**src/rtl/dct_pkg.sv**
```systemverilog
// Constants shared by the 16-point DCT datapath stages.
package dct_pkg;
  localparam int DCT_N16          = 16;
  localparam int SA16_LATENCY     = 4;
  localparam int DEFAULT_IN_WIDTH = 16;
  localparam int DEFAULT_WIDTH    = 20;
endpackage

```
**src/rtl/butterfly16_load_if.sv**
```systemverilog
// Sample stream in, butterfly sums/differences and row markers out.
interface butterfly16_load_if
  import dct_pkg::*;
#(
  parameter int IN_WIDTH = DEFAULT_IN_WIDTH,
  parameter int WIDTH    = DEFAULT_WIDTH
);
  logic                       in_valid;
  logic                       in_first;
  logic signed [IN_WIDTH-1:0] in_data;
  logic                       out_valid;
  logic signed [WIDTH-1:0]    a [DCT_N16/2];
  logic signed [WIDTH-1:0]    b [DCT_N16/2];
  logic                       odd_valid;
  logic                       sync_err;

  modport master (
    output in_valid, in_first, in_data,
    input  out_valid, a, b, odd_valid, sync_err
  );

  modport slave (
    input  in_valid, in_first, in_data,
    output out_valid, a, b, odd_valid, sync_err
  );
endinterface

```
**src/rtl/vld_delay.sv**
```systemverilog
// Fixed-depth valid delay line used to align markers with pipelined DCT stages.
module vld_delay
  import dct_pkg::*;
#(
  parameter int DEPTH = SA16_LATENCY
) (
  input  logic clk,
  input  logic rst,
  input  logic i_vld,
  output logic o_vld
);
  logic [DEPTH-1:0] r_shift;

  always_ff @(posedge clk) begin
    if (rst) begin
      r_shift <= '0;
    end else begin
      r_shift <= (r_shift << 1) | DEPTH'(i_vld);
    end
  end

  assign o_vld = r_shift[DEPTH-1];
endmodule

```
**src/rtl/butterfly16_load.sv**
```systemverilog
// Collects a 16-sample row serially and registers the first-stage butterfly
// (even sums a_k, odd differences b_k) on the edge that accepts sample 15.
module butterfly16_load
  import dct_pkg::*;
#(
  parameter int IN_WIDTH = DEFAULT_IN_WIDTH,
  parameter int WIDTH    = DEFAULT_WIDTH
) (
  input logic              clk,
  input logic              rst,
  butterfly16_load_if.slave bus
);
  localparam int HALF = DCT_N16 / 2;
  localparam int CW   = $clog2(DCT_N16);
  localparam logic [CW-1:0] LAST_IDX = CW'(DCT_N16 - 1);

  logic [CW-1:0]              r_cnt;
  logic signed [IN_WIDTH-1:0] r_buf [DCT_N16-1];
  logic signed [WIDTH-1:0]    r_a [HALF];
  logic signed [WIDTH-1:0]    r_b [HALF];
  logic                       r_outValid;
  logic                       r_syncErr;
  logic signed [WIDTH-1:0]    w_a [HALF];
  logic signed [WIDTH-1:0]    w_b [HALF];
  logic                       w_last;
  logic                       w_oddValid;

  assign w_last = bus.in_valid && !bus.in_first && (r_cnt == LAST_IDX);

  // Sample 15 is never stored; it feeds the k=0 butterfly straight from the input.
  for (genvar gk = 0; gk < HALF; gk++) begin : g_bfly
    logic signed [WIDTH-1:0] w_lo;
    logic signed [WIDTH-1:0] w_hi;

    assign w_lo = {{(WIDTH-IN_WIDTH){r_buf[gk][IN_WIDTH-1]}}, r_buf[gk]};
    if (gk == 0) begin : g_edge
      assign w_hi = {{(WIDTH-IN_WIDTH){bus.in_data[IN_WIDTH-1]}}, bus.in_data};
    end else begin : g_mid
      assign w_hi = {{(WIDTH-IN_WIDTH){r_buf[DCT_N16-1-gk][IN_WIDTH-1]}},
                     r_buf[DCT_N16-1-gk]};
    end
    assign w_a[gk]   = w_lo + w_hi;
    assign w_b[gk]   = w_lo - w_hi;
    assign bus.a[gk] = r_a[gk];
    assign bus.b[gk] = r_b[gk];
  end

  // An in_first arriving mid-row restarts framing and drops the partial row.
  always_ff @(posedge clk) begin
    if (rst) begin
      r_cnt      <= '0;
      r_outValid <= 1'b0;
      r_syncErr  <= 1'b0;
      for (int i = 0; i < DCT_N16 - 1; i++) r_buf[i] <= '0;
      for (int i = 0; i < HALF; i++) begin
        r_a[i] <= '0;
        r_b[i] <= '0;
      end
    end else begin
      r_outValid <= w_last;
      r_syncErr  <= 1'b0;
      if (bus.in_valid) begin
        if (bus.in_first) begin
          r_buf[0]  <= bus.in_data;
          r_cnt     <= CW'(1);
          r_syncErr <= (r_cnt != '0);
        end else begin
          if (r_cnt != LAST_IDX) r_buf[r_cnt] <= bus.in_data;
          r_cnt <= r_cnt + CW'(1);
        end
      end
      if (w_last) begin
        for (int i = 0; i < HALF; i++) begin
          r_a[i] <= w_a[i];
          r_b[i] <= w_b[i];
        end
      end
    end
  end

  vld_delay #(.DEPTH(SA16_LATENCY)) u_oddDelay (
    .clk   (clk),
    .rst   (rst),
    .i_vld (r_outValid),
    .o_vld (w_oddValid)
  );

  assign bus.out_valid = r_outValid;
  assign bus.sync_err  = r_syncErr;
  assign bus.odd_valid = w_oddValid;
endmodule

```
**src/flat_wrapper.sv**
```systemverilog
// flat-port wrapper written by rule: the top's interface ports become plain ports
module butterfly16_load_flat import dct_pkg::*;
#(
  parameter int IN_WIDTH = DEFAULT_IN_WIDTH,
  parameter int WIDTH    = DEFAULT_WIDTH
)
  (clk, rst, bus_in_valid, bus_in_first, bus_in_data, bus_out_valid, bus_a, bus_b, bus_odd_valid, bus_sync_err);
  butterfly16_load_if #(.IN_WIDTH(IN_WIDTH), .WIDTH(WIDTH)) bus_i ();
  input logic clk;
  input logic rst;
  input wire logic [$bits(bus_i.in_valid)-1:0] bus_in_valid;
  input wire logic [$bits(bus_i.in_first)-1:0] bus_in_first;
  input wire logic [$bits(bus_i.in_data)-1:0] bus_in_data;
  output wire logic [$bits(bus_i.out_valid)-1:0] bus_out_valid;
  output wire logic [$bits(bus_i.a)-1:0] bus_a;
  output wire logic [$bits(bus_i.b)-1:0] bus_b;
  output wire logic [$bits(bus_i.odd_valid)-1:0] bus_odd_valid;
  output wire logic [$bits(bus_i.sync_err)-1:0] bus_sync_err;
  assign bus_i.in_valid = bus_in_valid;
  assign bus_i.in_first = bus_in_first;
  assign bus_i.in_data = bus_in_data;
  assign bus_out_valid = bus_i.out_valid;
  assign bus_a = {>>{bus_i.a}};
  assign bus_b = {>>{bus_i.b}};
  assign bus_odd_valid = bus_i.odd_valid;
  assign bus_sync_err = bus_i.sync_err;
  butterfly16_load #(.IN_WIDTH(IN_WIDTH), .WIDTH(WIDTH)) u_core (.clk(clk), .rst(rst), .bus(bus_i));
endmodule
```
**config.mk**
```make
export PLATFORM = sky130hd
export DESIGN_NAME = butterfly16_load_flat
export DESIGN_NICKNAME = d
export VERILOG_FILES = /design/src/rtl/dct_pkg.sv /design/src/rtl/butterfly16_load_if.sv /design/src/rtl/vld_delay.sv /design/src/rtl/butterfly16_load.sv /design/src/flat_wrapper.sv
export SDC_FILE = /design/constraint.sdc
export NUM_CORES = 1
export LEC_CHECK = 0
export CAP_MARGIN = 15
export CORE_MARGIN = 3
export CORE_UTILIZATION = 42
export CTS_CLUSTER_SIZE = 8
export DETAILED_ROUTE_END_ITERATION = 8
export GPL_ROUTABILITY_DRIVEN = 0
export SETUP_SLACK_MARGIN = 0.15
export SYNTH_ARGS = -nofsm -noshare
export SYNTH_HDL_FRONTEND = slang
export SYNTH_SLANG_ARGS = --single-unit
```
**constraint.sdc**
```tcl
create_clock -name clk -period 18.8 [get_ports clk]
set_clock_uncertainty 0.2 [all_clocks]
set_input_delay 3.76 -clock clk [delete_from_list [all_inputs] [get_ports clk]]
set_output_delay 3.76 -clock clk [all_outputs]
set_load 0.02 [all_outputs]
```
# --- Yosys cells after proc, flatten, opt, wreduce, memory -nomap -nowiden ---
# Memory sizes are Yosys's and may differ from the RTL's.
# Cells that the tools add are included.
op_classes:
  shift: 0
  bitwise: 20
  add_sub_neg: 17
  n_mux: 35
  multipliers: 0
  div: 0
  order_cmp: 0
  n_reduce_logical: 6
  n_eq_ne: 2
ops:
  columns: ["op", "count"]
  rows:
  - ["2-to-1 mux 20 bit", 16]
  - ["adder 16 x 16 -> 17 bit", 8]
  - ["subtractor 16 x 16 -> 17 bit", 8]
  - ["2-to-1 mux 16 bit", 2]
  - ["bitwise OR 1 bit", 17]
  - ["OR reduction 16 bit", 1]
  - ["2-to-1 mux 1 bit", 15]
  - ["2-to-1 mux 4 bit", 2]
  - ["adder 4 x 1 -> 4 bit, second input constant", 1]
  - ["equality test 4 bit, second input constant", 1]
  - ["!= test 4 bit, second input constant", 1]
  - ["bitwise OR 4 x 1 -> 4 bit", 1]
  - ["nonzero test 4 bit", 1]
  - ["OR reduction 3 bit", 1]
  - ["logical AND 1 bit", 2]
  - ["NOT 1 bit", 2]
  - ["logical NOT 1 bit", 1]
word_totals:
  input_bits: 20
  n_memories: 3
  latchBits: 0
  regBits: 10
  ram_bits: 560
  rom_bits: 0
  output_inout_bits: 323
mem_list:
  columns: ["name", "words", "word_bits", "rd", "rd_ports_with_merged_regs", "wr", "line", "text"]
  rows:
  - ["u_core.r_buf", 15, 16, 15, 0, 15, "butterfly16_load.sv:18", "logic signed [IN_WIDTH-1:0] r_buf [DCT_N16-1];"]
  - ["u_core.r_a", 8, 20, 8, 0, 8, "butterfly16_load.sv:19", "logic signed [WIDTH-1:0] r_a [HALF];"]
  - ["u_core.r_b", 8, 20, 8, 0, 8, "butterfly16_load.sv:20", "logic signed [WIDTH-1:0] r_b [HALF];"]

# --- Depth between registers and ports, before layout ---
depth:
  depth_word: 8
  mapped_depth: 11
  ltp_nobuf: 10

# --- Modules after synthesis ---
# From an unflattened synthesis, not the netlist that was laid out.
hier_totals:
  cells_unflattened: 3035
  area_unflattened_um2: 31750.5
by_module_without_submodules:
  columns: ["mod", "instances", "area_per_inst_um2", "cells_each"]
  rows:
  - ["butterfly16_load", 1, 31645.4, 3027]
  - ["vld_delay", 1, 105.1, 8]

# --- Worst setup path before layout ---
# No wires, ideal clock.
synth_timing:
  path_type: "input-to-reg"
  from: "in bus_in_first"
  to: "mem u_core.r_a[0][0] (netlist name), enable pin"
  arrival_time_ns: 16.019
  setup_time_ns: 0.945
  t_required_ns: 17.655
  path_slack_ns: 1.635
  cell_stages: 2
  cell_sequence: "nand2b_1 o21bai_1"
synth_rtl:
  columns: ["item", "line", "text"]
  rows:
  - ["from (decl)", "flat_wrapper.sv:12", "input wire logic [$bits(bus_i.in_first)-1:0] bus_in_first;"]
  - ["to (decl)", "butterfly16_load.sv:19", null]

==> results by group <==
Status
  • Status: finished clean

Routing
  • Via Count: 24020
  • Final WL: 88.02 mm
  • Iteration count of the initial detailed-routing pass: 6
  • Routed Antenna Nets: 0
  • Routed length per placed instance: 20.64 um
  • # DRC: 0
  • Vias/cell: 5.632
  • Initial DRC count: 2049

Logic synthesis
  • Mapped Area: 31700 sq um
  • Post-Synthesis Cells: 3049
  • Library cells used by synthesis: 92
  • Number of synthesized register bits: 514
  • Syn nets: 3345
  • Post-synth top flop: edfxtp_1
  • Asr flop ratio synth: 0
  • Post-synth EDFFs: 504
  • Syn avg cell area: 10.40 sq um
  • Yosys warnings: 0
  • Seq/Total Area, Yosys: 0.4837

Power and ir drop
  • Pwr Density: 82.25 nW/um^2
  • VDD IR max: 0.05830 mV
  • Lkg Pwr: 15.63 nW

Critical path
  • Crit Path Max Fanout: 65
  • CP Capture Type: register
  • WS Path Type: input pin to register
  • Worst Setup Start Kind: input pin
  • Data arrival, critical path: 6950 ps
  • Required @ worst endpoint: 18910 ps
  • Worst reg-to-reg setup slack: 15310 ps

Clocking
  • CTS tree: built
  • CTS buffer count: 76
  • # clock sinks: 514
  • Worst-Skew Late Latency: 610 ps
  • Post-CTS setup buffer count: 0
  • Hold bufs inserted after CTS: 0
  • Post-cts sizing count: 0
  • Clock slew at reported path FFs: 50 ps
  • H-tree depth: 3
  • Clock buffer depth: 3
  • Clock root buffer: clkbuf_16

Cells and area
  • Register Area: 15330 sq um
  • Multi-input logic area: 14340 sq um
  • Fillcell total: 6596
  • Most frequent cells in the layout: 504 x edfxtp_1, 385 x nor2_1, 341 x clkdlybuf4s50_1
  • Layout Nets: 3556
  • Commonest non-fill, non-tap cell in the layout: edfxtp_1
  • Post-layout util: 0.5049
  • Share of cells above drive strength 1: 0.05311
  • Post-layout instance area: 37650 sq um
  • Layout overhead on the synthesized area: 18.77%

Run
  • Max cap viols: 0

Timing
  • Fin Setup TNS: 0 ps
  • RSZ-0062 raised after global routing: false
  • Min cycle time layout: 6833 ps
  • Final hold vios: 0
  • Post-route clock period utilization: 0.3635
  • Final slew viol count: 0
  • Worst slew margin: 0.1836
  • FMAX: 0.1463 GHz
  • Worst-Margin Slew: 1225 ps
  • # setup viols final: 0

Floorplan
  • Cell row count: 100
  • Die footprint: 78810 sq um
  • Die W: 280.7 um
  • Initial core utilization: 0.4251
  • Die height: 280.7 um
  • I/O pin cnt: 343
  • CORE AREA: 74570 sq um

GRT
  • First-pass GRT wire length: 135.5 mm
  • Vias in the first global route: 23675
  • GRT Resource Usage Total: 0.2188
  • Initial antenna violation count: 2
  • Pin count of the biggest net entering global routing: 169
  • Grt total ovfl: 0

Place
  • Area post-placement: 35450 sq um
  • Post-DP HPWL: 61.43 mm
  • IO buf count: 342

Worst hold path
  • Hold WC Path Type: register to register
cell type report:
| type | count | share of cell area |
|---|---|---|
| Sequential cell | 514 | 0.4073 |
| Timing Repair Buffer | 367 | 0.09617 |
| Tap cell | 969 | 0.03220 |
| Multi-Input combinational cell | 2052 | 0.3809 |
| Clock buffer | 106 | 0.05546 |
| Inverter | 249 | 0.02482 |
| Clock inverter | 7 | 0.003124 |
| Antenna cell | 1 | 0.00006646 |
critical path: stages:
cell,delay [ps]
clkdlybuf4s50_1,770
nand2b_1,260
or3_4,670
buf_4,630
buf_4,540
a21o_1,140
a41oi_1,50
per-stage QoR:
stage	hold WS [ps]	power (mW)	setup WS, ps	instances
CTS	246.9	3.121	12020	4264
finish	238.2	3.097	11970	4265
global placement	240.7	1.826	11480	4151
global route	266.6	3.218	11740	4264
floorplan	213.8	1.681	1635	3049
detailed placement	235.7	1.831	11390	4151
cell usage after synthesis, drive strengths merged (6+ instances only):
master | count | area share
nor4 | 23 | 0.0051
xor2 | 28 | 0.0077
a211o | 7 | 0.0019
or3 | 13 | 0.0026
nand3 | 24 | 0.0038
nand2 | 87 | 0.010
edfxtp | 504 | 0.48
nor2 | 386 | 0.046
o31a | 16 | 0.0044
nand4 | 13 | 0.0026
or4 | 7 | 0.0018
o31ai | 42 | 0.011
o21bai | 21 | 0.0050
inv | 246 | 0.029
nor3b | 6 | 0.0014
o41ai | 12 | 0.0045
a21boi | 8 | 0.0020
o21a | 29 | 0.0069
ha | 260 | 0.10
a221oi | 20 | 0.0061
o21ai | 106 | 0.017
o211ai | 13 | 0.0032
a21oi | 172 | 0.027
a311oi | 7 | 0.0019
nand2b | 44 | 0.0087
and3 | 234 | 0.046
a21o | 47 | 0.011
a31oi | 24 | 0.0047
buf | 111 | 0.022
xnor2 | 135 | 0.037
or2 | 7 | 0.0014
clkbuf | 123 | 0.015
and2 | 12 | 0.0024
a211oi | 26 | 0.0063
nor3 | 64 | 0.010
fa | 16 | 0.010
dfxtp | 10 | 0.0063
mux2i | 15 | 0.0047
o311ai | 6 | 0.0019
nor2b | 56 | 0.011
worst paths after layout:
path / from / endpoint / cells after the start
worst max-delay path: bus_in_first / u_core.r_b[0][119] / 7
worst min-delay path: u_core.u_oddDelay.r_shift[1] / u_core.u_oddDelay.r_shift[2] / 1
worst max register to register: u_core.r_cnt[0] / u_core.r_b[0][119] / 7
worst min register to register: u_core.u_oddDelay.r_shift[1] / u_core.u_oddDelay.r_shift[2] / 1
report_power, final:
group	leakage [nW]	internal [mW]	switching, mW	total, mW
clock network	1.06	0.789	0.493	1.28
logic	9.29	0.182	0.295	0.477
registers	5.28	1.31	0.0287	1.34
total	15.6	2.28	0.816	3.10
flip-flops by register name, summed over array words and instances (netlist names):
signal	cells
u_core.r_a	135
u_core.bus.out_valid	1
u_core.u_oddDelay.r_shift	4
u_core.r_cnt	4
u_core.r_buf	240
u_core.bus.sync_err	1
u_core.r_b	129
cell families after synthesis:
kind of cell,synth area share
compound gates,0.1328
xor+xnor,0.04503
fa+ha+maj,0.1127
buf+inv,0.06563
flops,0.4837
mux,0.005091
simple gates,0.1550
metal layers:
layer | global-route usage | up-vias | wire length [um]
li1 | - | 11208 | -
met4 | 0.07890 | 0 | 2582
met5 | 0 | - | 0
met2 | 0.3577 | 955 | 41590
met1 | 0.2933 | 11715 | 38060
met3 | 0.03805 | 142 | 5794
Note: power is estimated with default switching activity, not from simulation.
